--- src/rtl/instr_fetch.sv ---
// Program counter / instruction fetch: IDLE/RUN/DONE sequencing, 8-entry branch-target LUT,
// saturating RUN cycle counter. Define RELATIVE_BRANCH_EN for PC-relative LUT targets.
module instr_fetch #(
  parameter int unsigned PW = 10,
  parameter int unsigned CW = 16
) (
  input  logic          i_clk,
  input  logic          i_reset,
  input  logic          i_start,
  input  logic          i_stall,
  input  logic [2:0]    i_pc_targ,
  input  logic [1:0]    i_branch_en,
  input  logic          i_jump,
  input  logic          i_ack,
  input  logic          i_zero,
  input  logic          i_neg,
  input  logic          i_lut_wr_en,
  input  logic [2:0]    i_lut_wr_addr,
  input  logic [PW-1:0] i_lut_wr_data,
  output logic [PW-1:0] o_prog_ctr,
  output logic          o_running,
  output logic          o_done,
  output logic [CW-1:0] o_cycle_count
);

  typedef enum logic [1:0] {StIdle, StRun, StDone} state_e;

  state_e        r_state;
  logic [PW-1:0] r_pc;
  logic [CW-1:0] r_cnt;
  logic          r_running;
  logic          r_done;
  logic [PW-1:0] r_lut [8];

  logic [PW-1:0] w_lut_entry;
  logic [PW-1:0] w_target;
  logic          w_taken;
  logic [PW-1:0] w_next_pc;
  logic          w_cnt_sat;

  assign w_lut_entry = r_lut[i_pc_targ];

`ifdef RELATIVE_BRANCH_EN
  // Two's-complement entry added with natural PW-bit wrap in both directions.
  assign w_target = r_pc + w_lut_entry;
`else
  assign w_target = w_lut_entry;
`endif

  always_comb begin
    w_taken = 1'b0;
    unique case (i_branch_en)
      2'b00:   w_taken = 1'b0;
      2'b01:   w_taken = i_zero;
      2'b10:   w_taken = ~i_zero;
      2'b11:   w_taken = i_neg;
      default: w_taken = 1'b0;
    endcase
  end

  always_comb begin
    w_next_pc = r_pc + PW'(1);
    if (i_jump || w_taken) begin
      w_next_pc = w_target;
    end
  end

  assign w_cnt_sat = &r_cnt;

  always_ff @(posedge i_clk) begin
    if (i_reset) begin
      r_state   <= StIdle;
      r_pc      <= '0;
      r_cnt     <= '0;
      r_running <= 1'b0;
      r_done    <= 1'b0;
      for (int i = 0; i < 8; i++) begin
        r_lut[i] <= '0;
      end
    end else begin
      unique case (r_state)
        StIdle: begin
          if (i_lut_wr_en) begin
            r_lut[i_lut_wr_addr] <= i_lut_wr_data;
          end
          if (i_start) begin
            r_state   <= StRun;
            r_pc      <= '0;
            r_cnt     <= '0;
            r_running <= 1'b1;
            r_done    <= 1'b0;
          end
        end
        StRun: begin
          // Stalled cycles still count toward the benchmark total.
          if (!w_cnt_sat) begin
            r_cnt <= r_cnt + CW'(1);
          end
          if (!i_stall) begin
            if (i_ack) begin
              r_state   <= StDone;
              r_running <= 1'b0;
              r_done    <= 1'b1;
            end else begin
              r_pc <= w_next_pc;
            end
          end
        end
        StDone: begin
          if (i_start) begin
            r_state   <= StRun;
            r_pc      <= '0;
            r_cnt     <= '0;
            r_running <= 1'b1;
            r_done    <= 1'b0;
          end
        end
        default: begin
          r_state   <= StIdle;
          r_pc      <= '0;
          r_running <= 1'b0;
          r_done    <= 1'b0;
        end
      endcase
    end
  end

  assign o_prog_ctr    = r_pc;
  assign o_running     = r_running;
  assign o_done        = r_done;
  assign o_cycle_count = r_cnt;

endmodule

--- config.mk ---
export PLATFORM = sky130hd
export DESIGN_NAME = instr_fetch
export DESIGN_NICKNAME = d
export VERILOG_FILES = /design/src/rtl/instr_fetch.sv
export SDC_FILE = /design/constraint.sdc
export NUM_CORES = 1
export LEC_CHECK = 0
export CAP_MARGIN = 5
export CORE_UTILIZATION = 45
export DETAILED_ROUTE_END_ITERATION = 6
export GPL_ROUTABILITY_DRIVEN = 0
export PLACE_DENSITY = 0.66
export SYNTH_ARGS = -nofsm -noshare
export SYNTH_HDL_FRONTEND = slang
export SYNTH_SLANG_ARGS = --single-unit
--- constraint.sdc ---
create_clock -name i_clk -period 3.8 [get_ports i_clk]
set_input_delay 0.57 -clock i_clk [delete_from_list [all_inputs] [get_ports i_clk]]
set_output_delay 0.57 -clock i_clk [all_outputs]
set_load 0.05 [all_outputs]
==> summary.md <==
| Metric | Value |
|---|---|
| Status | `completed` |
| Multi-input logic area | `around 2100 µm²` |
| Final setup violation count | `0` |
| Clk_lat worst skew | `approximately 0.36 ns` |
| Vias | `around 3600` |
| Async SR Flop Fraction | `0%` |
| Number of port buffers | `54` |
| WHS Path Cells | `2` |
| Rows | `39` |
| Die Height | `~110 µm` |
| Initial Util | `around 46%` |
| Max Slew Vio Count | `0` |
| P&R area growth vs syn | `19.1%` |
| Post-cts gate resize count | `0` |
| Rel. slew slack | `between 40% and 50%` |
| Post-synth cell types | `52` |
| Worst VDD drop | `between 0.3 and 0.4 mV` |
| CTS clk-pin slew, worst paths | `approximately 0.07 ns` |
| Hold path startpoint | `o_done$_SDFFE_PP0P_` |
| Unrepaired setup endpoints after global routing | `false` |
| Synthesized flop and latch total | `110` |
| Post-synth EDFFs | `80` |
| Clk sink count | `110` |
| Root Buffer | `clkbuf_16` |
| Vias in the first global route | `around 3400` |
| CP Capture Type | `flop` |
| Worst r2r src | `r_state[0]$_SDFFE_PP0P_` |
| Setup TNS | `0 ns` |
| Num CTS Buffers | `9` |
| Hold-fix buffers, CTS | `0` |
| Core area | `approximately 11000 µm²` |
| Fin. Hold Viols | `0` |
| PwrDens | `between 400 and 500 nW/µm²` |
| Avg WL per Cell | `roughly 18 µm` |
| Final ANT Viol Nets | `0` |
| Startpoint types | `input port` |
| Initial antenna violation count | `0` |
| 1st-pass router iterations | `5` |
| Drt drc | `0` |
| Post-detail-place hpwl | `between 8000 and 9000 µm` |
| Layout cells sized above 1 | `between 10% and 20%` |
| Hold Slack | `slightly below 0.5 ns` |
| Crit Path Category | `in -> reg` |
| Crit share post-route | `around 66%` |
| Clock buffer depth | `2` |
| Final design instance area without fill | `approximately 6200 µm²` |
| CP startpoint | `i_lut_wr_en` |
| Post-layout minimum cycle time | `~2.5 ns` |
| Fill cells | `between 900 and 1000` |
| Critical path fanouts, max | `11` |
| Ys Warns | `0` |
| M3 GR Usage | `under 10%` |
| Primary FF master, synth | `edfxtp_1` |
| Grt ovf | `0` |
| Die extent in x | `110 µm` |
| Syn Inst Count | `~420` |
| H-Tree Depth | `3` |
| # IOs | `55` |
| Highest Clock Rate | `around 400 MHz` |
| Most Crowded Layer GR | `met2` |
| Via density | `approximately 5.7` |
| TritonCTS clock tree | `built` |
| Antenna cells | `0` |
| Worst EP required | `between 3 and 4 ns` |
| GR Util met2 | `around a third` |
| GRT Overall Usage | `about a fifth` |
| Worst EP arrival | `about 2.5 ns` |
| Placed inst area | `5950 µm²` |
| Setup Fix Bufs, Post-CTS | `0` |
| Max cap viols | `0` |
| Sequential-to-total area share from yosys stat | `57.3%` |
| Die area | `roughly 12000 µm²` |
| Mapped Area | `5240 µm²` |
| Leak Pwr | `approximately 2.3 nW` |
| HP Class | `reg -> reg` |
| Sequential Area | `3000 µm²` |
| First-pass GRT wire length | `roughly 18000 µm` |
| Mapped Nets | `roughly 450` |
| Grt met1 use | `28.4%` |
| Largest net degree at the start of global routing | `24` |
| Final wirelength | `11600 µm` |
| Worst slew pin tran | `between 0.7 and 0.8 ns` |
| DR iter-0 viols | `225` |
| Nets | `just over 500` |
| Mean Syn Cell Area | `12.4 µm²` |
| Clock skew | `about 0.0044 ns` |
| Number of cells on the worst reg-to-reg path | `5` |
## routing by layer
metal | vias to the layer above | part of all wire (%)
met3 | 18 | 7.2
li1 | 1697 | -
met2 | 142 | 47
met5 | - | 0
met4 | 0 | 1.7
met1 | 1728 | 44
## state kept, by name, summed over array words and instances (netlist names)
signal         count
o_cycle_count     16
o_done             1
o_prog_ctr        10
o_running          1
r_lut             80
r_state            2
## stage by stage
stage	std cells	setup WS (ns)	util (%)	power (mW)
after floorplan	423	1.83	-	1.56
after global placement	613	1.03	52.4	1.68
after detailed placement	613	0.995	52.4	1.68
after CTS	629	1.34	54.8	2.57
after global routing	629	1.23	54.8	2.64
final	629	1.30	54.8	2.55
## cells in the mapped netlist, types with 10 or more instances
cell	count	area (µm²)
a21oi_1	17	85.1
and2_1	81	507
clkbuf_1	12	45.0
dfxtp_1	30	601
edfxtp_1	80	2400
mux2i_1	10	100
mux4_2	20	450
nand2_1	19	71.3
nand2b_1	11	68.8
nand3_1	14	70.1
nor2_1	24	90.1
o21ai_0	13	65.1
## final timing paths
| kind | end | slack (ns) |
|---|---|---|
| hold reg to reg | o_done$_SDFFE_PP0P_ | 0.49 |
| setup / recovery | r_lut[6][5]$_SDFFCE_PN0P_ | 1.30 |
| setup reg to reg | r_lut[6][5]$_SDFFCE_PN0P_ | 1.46 |
| hold / removal | o_done$_SDFFE_PP0P_ | 0.49 |
## cell type report
type / instances / share of cell area [%]
clock buffers: 9 / 3.61
flip-flops and latches: 110 / 48.2
inverters: 3 / 0.181
well taps: 143 / 2.87
multi-input cells: 291 / 34.2
clock inverters: 7 / 0.903
repair buffers: 66 / 10.1
## kinds of logic after synthesis
logic type	count (synthesis)	share of synthesized area (%)
simple gates	189	20.5
flops	110	57.3
compound gates	67	8.58
mux	31	10.8
buf+inv	22	1.96
xor+xnor	2	0.335
fa+ha+maj	2	0.478
## layout by cell type, fill, tap and decap left out, drive strengths merged, types with 7 or more instances in the layout
cell,netlist,layout
a21oi,17,17
nor3,8,8
mux4,20,20
and2,81,81
clkdlybuf4s50,0,54
buf,7,12
nand2,19,19
nand3,14,14
edfxtp,80,80
or2,9,9
o21ai,15,15
dfxtp,30,30
nand2b,11,11
mux2i,10,10
inv,3,7
clkbuf,12,9
nor2,24,24
## where the power goes
part	switching [mW]	total, mW	internal, mW
sequential	0.0319	1.37	1.33
clock	0.443	0.897	0.454
combinational	0.165	0.285	0.120
total	0.640	2.55	1.91
## critical path, stage by stage
cell,delay (ns)
clkdlybuf4s50_1,0.45
nor4b_1,0.62
nand2b_1,0.24
nor2_1,0.21
buf_4,0.18
or2_2,0.27
(Power assumes the default switching activity.)
